**src/rtl/reflet_mem_arbiter.sv**
```systemverilog
// Reflet RAM port arbiter: CPU owns the port, a secondary master borrows it
// at instruction boundaries, with one CPU instruction forced between tenures.
module reflet_mem_arbiter #(
  parameter int wordsize  = 16,
  parameter int max_burst = 4
) (
  input  logic                clk,
  input  logic                reset,
  input  logic [wordsize-1:0] cpu_addr,
  input  logic [wordsize-1:0] cpu_data_out,
  input  logic                cpu_write_en,
  input  logic                cpu_ram_not_ready,
  output logic [wordsize-1:0] cpu_data_in,
  output logic                cpu_enable,
  input  logic                dev_req,
  input  logic [wordsize-1:0] dev_addr,
  input  logic [wordsize-1:0] dev_data_out,
  input  logic                dev_write_en,
  output logic [wordsize-1:0] dev_data_in,
  output logic                dev_ack,
  output logic                dev_grant,
  output logic [wordsize-1:0] ram_addr,
  output logic [wordsize-1:0] ram_data_out,
  input  logic [wordsize-1:0] ram_data_in,
  output logic                ram_write_en
);

  localparam int CW = $clog2(max_burst + 1);
  localparam logic [CW-1:0] LAST = CW'(max_burst - 1);

  typedef enum logic [1:0] {
    S_CPU,
    S_DEV_ADDR,
    S_DEV_DATA
  } state_t;

  state_t        state, state_nxt;
  logic [CW-1:0] burst_cnt, burst_nxt;
  logic          cpu_owed, owed_nxt;
  logic          grant_now;
  logic          mux_we;

  // Reset gating keeps the CPU running and the RAM untouched while held.
  assign grant_now = reset && (state == S_CPU) && dev_req &&
                     !cpu_ram_not_ready && !cpu_owed;

  assign cpu_enable   = (state == S_CPU) && !grant_now;
  assign dev_grant    = (state != S_CPU);
  assign cpu_data_in  = ram_data_in;
  assign dev_data_in  = ram_data_in;
  assign ram_write_en = reset && mux_we;

  always_ff @(posedge clk or negedge reset) begin
    if (!reset) begin
      state     <= S_CPU;
      burst_cnt <= '0;
      cpu_owed  <= 1'b0;
    end else begin
      state     <= state_nxt;
      burst_cnt <= burst_nxt;
      cpu_owed  <= owed_nxt;
    end
  end

  always_comb begin
    state_nxt    = state;
    burst_nxt    = burst_cnt;
    owed_nxt     = cpu_owed;
    ram_addr     = cpu_addr;
    ram_data_out = cpu_data_out;
    mux_we       = cpu_write_en;
    dev_ack      = 1'b0;
    unique case (state)
      S_CPU: begin
        if (cpu_ram_not_ready) owed_nxt = 1'b0;
        if (grant_now) begin
          state_nxt = S_DEV_ADDR;
          burst_nxt = '0;
        end
      end
      S_DEV_ADDR: begin
        ram_addr     = dev_addr;
        ram_data_out = dev_data_out;
        mux_we       = dev_write_en;
        state_nxt    = S_DEV_DATA;
      end
      S_DEV_DATA: begin
        ram_addr     = dev_addr;
        ram_data_out = dev_data_out;
        mux_we       = 1'b0;
        dev_ack      = 1'b1;
        burst_nxt    = burst_cnt + CW'(1);
        if (dev_req && burst_cnt < LAST) begin
          state_nxt = S_DEV_ADDR;
        end else begin
          state_nxt = S_CPU;
          owed_nxt  = 1'b1;
        end
      end
      default: state_nxt = S_CPU;
    endcase
  end

endmodule

```
**config.mk**
```make
export PLATFORM = sky130hd
export DESIGN_NAME = reflet_mem_arbiter
export DESIGN_NICKNAME = d
export VERILOG_FILES = /design/src/rtl/reflet_mem_arbiter.sv
export SDC_FILE = /design/constraint.sdc
export NUM_CORES = 1
export LEC_CHECK = 0
export BUFFER_PORTS_ARGS = -buffer_cell sky130_fd_sc_hd__buf_4
export CORE_AREA = 2 2 60 62
export CTS_BUF_LIST = sky130_fd_sc_hd__clkbuf_4 sky130_fd_sc_hd__clkbuf_8
export DETAILED_ROUTE_END_ITERATION = 7
export DIE_AREA = 0 0 62 64
export PLACE_DENSITY = 0.94
export SYNTH_ARGS = -nofsm -noshare
export SYNTH_HDL_FRONTEND = slang
export SYNTH_SLANG_ARGS = --single-unit
```
**constraint.sdc**
```tcl
create_clock -name clk -period 3.5 [get_ports clk]
set_clock_uncertainty 0.15 [all_clocks]
set_input_delay 0.35 -clock clk [delete_from_list [all_inputs] [get_ports clk]]
set_output_delay 0.35 -clock clk [all_outputs]
set_load 0.005 [all_outputs]
```
== Word-level counts from Yosys, hierarchy flattened ==
Index checks and enable logic that the tools add are counted.
Storage, ports and cells
  bits in registers: 6
  bits in latches: 0
  RAM bits: 0
  bits in read-only memories: 0
  input port bits: 86
  output and inout bits: 68
  word-level logic and storage cells: 38
  memories: 0
Cells by class
  add/sub/neg operators: 1
  multiply operators: 0
  div/mod/pow operators: 0
  magnitude comparators: 1
  equal/unequal tests: 5
  shifts and indexed selects: 0
  muxes and demuxes: 12
  bitwise gates (word level): 0
  reductions and logical operators: 16
Operator list (number)
  2-to-1 mux 16 bit: 2
  logical AND 1 bit: 7
  inequality test 2 bit, second input constant: 3
  one-hot mux 2 bit (3 select lines): 1
  one-hot mux 3 bit (2 select lines): 1
  2-to-1 mux 1 bit: 4
  one-hot mux 1 bit (2 select lines): 2
  nonzero test 2 bit: 2
  adder 3 x 1 -> 3 bit, second input constant: 1
  logical NOT 1 bit: 3
  < comparator 3 x 2 -> 1 bit, second input constant: 1
  2-to-1 mux 3 bit: 1
  AND reduction 3 bit: 1
  == test 2 x 1 -> 1 bit, second input constant: 1
  == test 2 bit, second input constant: 1
  logical NOT 2 bit: 1
  2-to-1 mux 2 bit: 1
  AND reduction 2 bit: 1
  OR reduction 2 bit: 1

== Longest topological paths before layout ==
Gate-level depths: netlist of the first run.
  depth after elaboration: 7
  depth in mapped cells: 6
  mapped depth without buffers: 5

== Worst setup path after synthesis of the first run ==
Ideal clock, no wire load.
  path type: register to output
  start: register state[0]
  end: output ram_addr[0]
  arrival time: 1.420 ns
  required time: 3.000 ns
  path slack: 1.580 ns
  cell stages (with the launch flop): 6
  path buffers: 2
  cell sequence: dfrtp_1 > inv_1 > ha_1 > buf_2 > buf_2 > mux2_1
On the way
  longest elaborated chain between the ends: 3
  elaborated cells between the ends (all ways): 4
  classes of those cells: 2 x eq/ne; 1 x mux; 1 x reduce/logical
RTL lines
  from (decl): line 37  | state_t state, state_nxt;
  from (signal assigned): line 59  | state <= state_nxt;
  == test 2 bit or == test 2 x 1 -> 1 bit (tied branches): line 73  | unique case (state)
  OR reduction 2 bit (no line) (*)
  2-to-1 mux 16 bit (*): line 73
  to (decl): line 22  | output logic [wordsize-1:0] ram_addr,
Every way passes the cells marked *; elsewhere a longest branch is shown, timed or not.

== Worst setup path in the final report of the first run ==
  start: register state[0]
  end: output ram_data_out[15]
On the way
  longest elaborated chain between the ends: 3
  elaborated cells between the ends (all ways): 4
  classes of those cells: 2 x eq/ne; 1 x mux; 1 x reduce/logical
RTL lines
  == test 2 bit or == test 2 x 1 -> 1 bit (tied branches): line 73
  OR reduction 2 bit (no line) (*)
  2-to-1 mux 16 bit (*): line 73
  to (decl): line 23  | output logic [wordsize-1:0] ram_data_out,
Marks and branches as above.

==> results.toml, run 1 <==
[synth]
post_synth.cell_area_avg_sq_um = 9.298
synth.top_cell.area_share_pct = 30.28
syn_area_sq_um = 1079
syn_nets = 208
ys_warn_count = 0
yosysSeqAreaShare_pct = 13.92
synthFlopType = "dfrtp_1"
synth_cells = 116
synth_common_cells = "buf_4, mux2_1, buf_2, dfrtp_1, ha_1"
ys_seq_elements = 6
yosys-top-cells-area = "mux2_1, buf_4, dfrtp_1"
synth_cell_types = 30
synth_edf_count = 0
async_flop_share_pct = 100.0
synth.most_common_cell = "buf_4"
synth_top_area_cell = "mux2_1"

[timing]
rsz0062_at_grt = "false"
fmax_mhz = 368.3
slew_violations = 0
tns_ps = 0
finalCritPeriodShare_pct = 77.59
fin_crit_ps = 2715
setup_violations = 0
finalWorstSetupSlack_ps = 784.5
worst-slew-pin-transition_ps = 447.0
hold_viol = 0
max-slew-margin-rel_pct = 70.20

[global_route]
overflow = 0
grt_pass1_vias = 1068
grt_pass1_wl_mm = 4.747
antenna_found_initial = 0
track_usage_pct = 16.07
grt_start_max_net_pins = 24

[floorplan]
row_count = 21
num_io_pins = 154
die_area_sq_um = 3968
dieHeight_um = 64
core_region_area_sq_um = 3284
start_util_pct = 32.84
die_w_um = 62

[worst_hold_path]
min-delay-path-class = "input pin to flip-flop"
hold_depth = 3

[critical_path]
crit_arrival_ps = 2220
crit_type = "flip-flop to output pin"
start_kind = "flip-flop"
reg2reg_depth = 5
required_ps = 3000
cp_max_fo = 23
end_kind = "output pin"

[clocking]
cts-root-buf = "clkbuf_4"
hold_buffers = 1
postCtsSetupBuffers = 0
ctsHtreeMaxLevel = 1
numCtsBuffers = 3
cts_resized = 0
cts_tree = "built"
clock_latency_ps = 240
clock_path_buffers = 2
clkSlewWorstSetupHoldPaths_ps = 40
clock-sinks = 6

[power_and_ir_drop]
p_leak_nw = 0.8563
ir_drop_uv = 196.6
total_power_mw = 0.9118
pwr_density_cell_nw_per_um2 = 538.2

[layout]
nets = 282
drive_above_1_share_pct = 61.70
finish.instance_area_sq_um = 1694
syn_to_final_growth_pct = 57.08
antenna_cells = 0

[routing]
dr.pass1.iters = 4
drc_errors = 0
antenna_left = 0
post_drt_wl_per_cell_um = 14.74
viasPerCell = 4.594
num_vias = 1075
wl_mm = 3.448
drtIter0Drc = 43

[place]
numPortBuffers = 105
dp_slack_ps = 1029
hpwlAfterDp_mm = 2.942
globalplace.congestion = 0.8175
placed_area_sq_um = 1662

[run_status]
status = "complete, no violations"

[flow_run]
cap_viol_max_count = 0
[cells in the final DEF (no fill, tap or decap), types with 2 or more instances in the layout]
| cell type | n |
|---|---|
| mux2_2 | 3 |
| o21ai_0 | 2 |
| clkbuf_4 | 3 |
| ha_1 | 6 |
| mux2_1 | 29 |
| a21oi_1 | 2 |
| nand2_1 | 2 |
| dfrtp_1 | 6 |
| buf_4 | 106 |
| nand3_1 | 4 |
| inv_1 | 5 |
[per-layer routing]
layer  vias up  GRT usage (%)  share of wire (%)
met1       478          16.24                 35
met3        12          4.049                 12
met4         0          8.777                2.7
met2        68          28.52                 50
met5         -              0                  0
li1        517              -                  -
[sequential cells by signal, indices dropped and copies added (netlist names)]
| register | count |
|---|---|
| cpu_owed | 1 |
| burst_cnt | 3 |
| state | 2 |
[cell families after synthesis]
family	after synthesis	share of synthesized area, %
XOR/XNOR	1	0.8122
buffers and inverters	44	27.15
AND/OR/NAND/NOR	15	9.282
multiplexers	34	35.73
flip-flops	6	13.92
AO/OA/AOI/OAI	10	6.150
adder cells (fa/ha/maj)	6	6.960
[per-stage QoR]
step | hold slack (ps) | instances | utilization, %
detailed placement | 23.09 | 230 | 50.59
finish | 257.3 | 234 | 51.58
global placement | 19.51 | 230 | 50.59
floorplan | -95.59 | 116 | -
CTS | 259.6 | 234 | 51.58
global route | 295.5 | 234 | 51.58
[layout make-up]
cell class                      instances  area (sq um)
Multi-Input combinational cell         66         635.6
Timing Repair Buffer                  107         805.8
Tap cell                               46         57.56
Inverter                                6         22.52
Clock buffer                            3         22.52
Fill cell                             302          1590
Sequential cell                         6         150.1
[where the power goes]
| group | internal [mW] | total (mW) | switching [mW] |
|---|---|---|---|
| Clock | 0.0386 | 0.0611 | 0.0225 |
| Sequential | 0.0946 | 0.123 | 0.0281 |
| Combinational | 0.426 | 0.728 | 0.302 |
| Total | 0.559 | 0.912 | 0.353 |
[final timing paths]
path | startpoint | slack [ps] | endpoint
setup / recovery | state[0]$_DFFE_PN0P_ | 780 | ram_data_out[15]
min in group asynchronous | reset | 310 | burst_cnt[0]$_DFFE_PN0P_
hold reg to reg | burst_cnt[2]$_DFFE_PN0P_ | 390 | burst_cnt[2]$_DFFE_PN0P_
setup reg to reg | state[0]$_DFFE_PN0P_ | 1760 | state[1]$_DFFE_PN0P_
max in group asynchronous | reset | 2760 | cpu_owed$_DFFE_PN0P_
hold / removal | dev_req | 260 | state[0]$_DFFE_PN0P_
[worst max-delay path, stage by stage (launching register included)]
cell,delay [ps]
dfrtp_1,420
inv_1,90
ha_1,570
buf_4,380
mux2_2,380
buf_4,130
(Power assumes the default switching activity.)
==> inputs of run 2 (changes only) <==
- ABC_AREA: default -> 1
- CORE_AREA: 2 2 60 62 -> default
- CORE_UTILIZATION: default -> 32
- DIE_AREA: 0 0 62 64 -> default
- PLACE_DENSITY: 0.94 -> 0.9
- clock period: 3.5 -> 2.6 ns (I/O delays scaled with it)
==> run 2 against run 1 <==
  * Clock power grew 44%
  * Cell count grew 2.6%
  * Non-clock buffer count is the same
  * Sequential power grew 32%
  * Via count shrank 2.8%
  * Global-route usage shrank 0.30 points
  * Register-to-register slack lost 690 ps
  * First-iteration DRC count shrank 81%
  * Flip-flop and latch count is the same
  * Combinational power grew 110%
  * Critical path type unchanged
  * Largest cell class unchanged
  * Highest routed layer unchanged
==> results.toml, run 2 <==
[run_status]
status = "complete, no violations"

[worst_hold_path]
min-delay-path-class = "input pin to flip-flop"

[synth]
post_synth.cell_area_avg_sq_um = 9.697
synth_cell_types = 17
ys_warn_count = 0
syn_nets = 212
ys_seq_elements = 6
synth_edf_count = 0
async_flop_share_pct = 100.0
yosysSeqAreaShare_pct = 12.90
syn_area_sq_um = 1164
synth.top_cell.area_share_pct = 36.13
synth_cells = 120
yosys-top-cells-area = "mux2_4, buf_4, dfrtp_1"
synth.most_common_cell = "buf_4"
synth_top_area_cell = "mux2_4"
synth_common_cells = "buf_4, mux2_4, nand2_1"
synthFlopType = "dfrtp_1"

[power_and_ir_drop]
pwr-share-clk_pct = 4.9
ir_drop_uv = 557.3
switching_share_pct = 36.31
pwr_density_cell_nw_per_um2 = 1015
pwr-share-seq_pct = 8.9
p_switching_mw = 0.6556
internal-power_mw = 1.150
power_frac_comb_pct = 86.2
p_leak_nw = 1.008

[critical_path]
required_ps = 2190
cp_slowest_cell = "dfrtp_1"
crit_arrival_ps = 1850
critical-path-top-delay-family = "buffers and inverters"
cp_num_buf_inv = 3
crit_type = "flip-flop to output pin"
end_kind = "output pin"
max_stage_delay_ps = 420
r2r_slack_ps = 1070
start_kind = "flip-flop"
path_cells = "inv_1 -> ha_2 -> buf_12 -> mux2_2 -> buf_4"
cp_max_fo = 34

[clocking]
postCtsSetupBuffers = 0
cts-root-buf = "clkbuf_4"
numCtsBuffers = 3
cts_tree = "built"
clock_path_buffers = 2
clock_latency_ps = 250
cts_resized = 0
clkSlewWorstSetupHoldPaths_ps = 50
hold_buffers = 1
clock-sinks = 6
ctsHtreeMaxLevel = 1

[global_route]
top_usage_layer = "met2"
use_met2_pct = 29.95
grt_pass1_wl_mm = 4.795
overflow = 0
grtUsageMet1_pct = 14.67
grt_start_max_net_pins = 35
antenna_found_initial = 0
grt_pass1_vias = 1029
use_met3_pct = 6.985
track_usage_pct = 15.77

[timing]
finalCritPeriodShare_pct = 86.96
setup_violations = 0
worst-slew-pin-transition_ps = 251.2
max-slew-margin-rel_pct = 83.25
fmax_mhz = 442.3
hold_slack_ps = 172.2
rsz0062_at_grt = "false"
slew_violations = 0
fin_crit_ps = 2261
tns_ps = 0
hold_viol = 0

[floorplan]
start_util_pct = 34.07
row_count = 21
die_w_um = 62.30
dieHeight_um = 62.30
die_area_sq_um = 3881
core_region_area_sq_um = 3416
num_io_pins = 154

[flow_run]
cap_viol_max_count = 0

[layout]
final_common_cell = "buf_4"
largestRegisters = "burst_cnt (3), state (2), cpu_owed (1)"
top_register = "burst_cnt"
nets = 288
layout_common_cells = "buf_4, mux2_4, nand2_1, nand3_1, dfrtp_1"
syn_to_final_growth_pct = 52.90
antenna_cells = 0
fill_cells = 350
largest_reg_flops = 3
drive_above_1_share_pct = 76.29

[place]
globalplace.congestion = 0.7492
hpwlAfterDp_mm = 2.687
numPortBuffers = 105

[routing]
post_drt_wl_per_cell_um = 13.10
wl_mm = 3.145
antenna_left = 0
num_vias = 1045
drtIter0Drc = 8
viasPerCell = 4.354
drc_errors = 0
dr.pass1.iters = 3
==> run 2: cell count changes after synthesis, moves of 3 or more <==
cell and delta:
nand2_1 +13, nand2_2 +3, mux2_4 +27, mux2_1 -29, buf_6 +4, nand3_1 +4, buf_2 -6
==> run 2: per-layer routing <==
layer | routed length [um] | part of all wire [%]
met1 | 1043 | 33
met2 | 1701 | 54
met3 | 363 | 12
met4 | 37 | 1.2
met5 | 0 | 0
==> run 2: final cells by class <==
type | instances | area [sq um] | area share, %
Timing Repair Buffer | 107 | 818.3 | 45.99
Multi-Input combinational cell | 72 | 708.2 | 39.80
Sequential cell | 6 | 150.1 | 8.439
Tap cell | 46 | 57.56 | 3.235
Clock buffer | 3 | 22.52 | 1.266
Inverter | 6 | 22.52 | 1.266
==> run 2: path summary, 6_finish.rpt <==
| path | start | to | depth (start not counted) |
|---|---|---|---|
| max | state[0]$_DFFE_PN0P_ | ram_addr[3] | 5 |
| min | cpu_ram_not_ready | cpu_owed$_DFFE_PN0P_ | 4 |
| max reg2reg | state[0]$_DFFE_PN0P_ | state[0]$_DFFE_PN0P_ | 9 |
| min reg2reg | cpu_owed$_DFFE_PN0P_ | cpu_owed$_DFFE_PN0P_ | 2 |
| max in group asynchronous | reset | burst_cnt[0]$_DFFE_PN0P_ | 2 |
| min in group asynchronous | reset | cpu_owed$_DFFE_PN0P_ | 2 |
==> run 2: worst reg2reg max path: stages (launching register included) <==
cell	delay [ps]
dfrtp_1	420
inv_1	110
ha_2	220
inv_2	70
nor2_4	80
nand2_2	90
nand2_2	120
inv_2	50
nand2_2	40
nand2_1	50
==> run 2: stage by stage <==
stage          area [sq um]  std cells  setup slack (ps)  power (mW)  utilization, %
2_1_floorplan          1164        120             847.3       1.219               -
3_3_place_gp           1747        236             623.6       1.709           51.14
5_1_grt                1779        240             224.5       1.939           52.09
3_5_place_dp           1747        236             581.7       1.740           51.14
6_report               1779        240             339.1       1.806           52.09
4_1_cts                1779        240             306.5       1.840           52.09
==> run 2: logic make-up (layout without fill, tap and decap cells) <==
kind of cell	Yosys count	count (layout)	share of synthesized area, %
mux	32	32	40.00
fa+ha+maj	6	6	6.451
simple gates	30	30	12.15
compound gates	3	3	1.290
buf+inv	42	116	26.45
xor+xnor	1	1	0.7528
flops	6	6	12.90
==> run 2: power groups by stage <==
stage | sequential [mW] | clock (mW) | combinational (mW)
after detailed placement | 0.164 | 0 | 1.58
after CTS | 0.162 | 0.0950 | 1.58
after floorplan | 0.157 | 0 | 1.06
final | 0.162 | 0.0878 | 1.56
after global routing | 0.169 | 0.0988 | 1.67
after global placement | 0.160 | 0 | 1.55
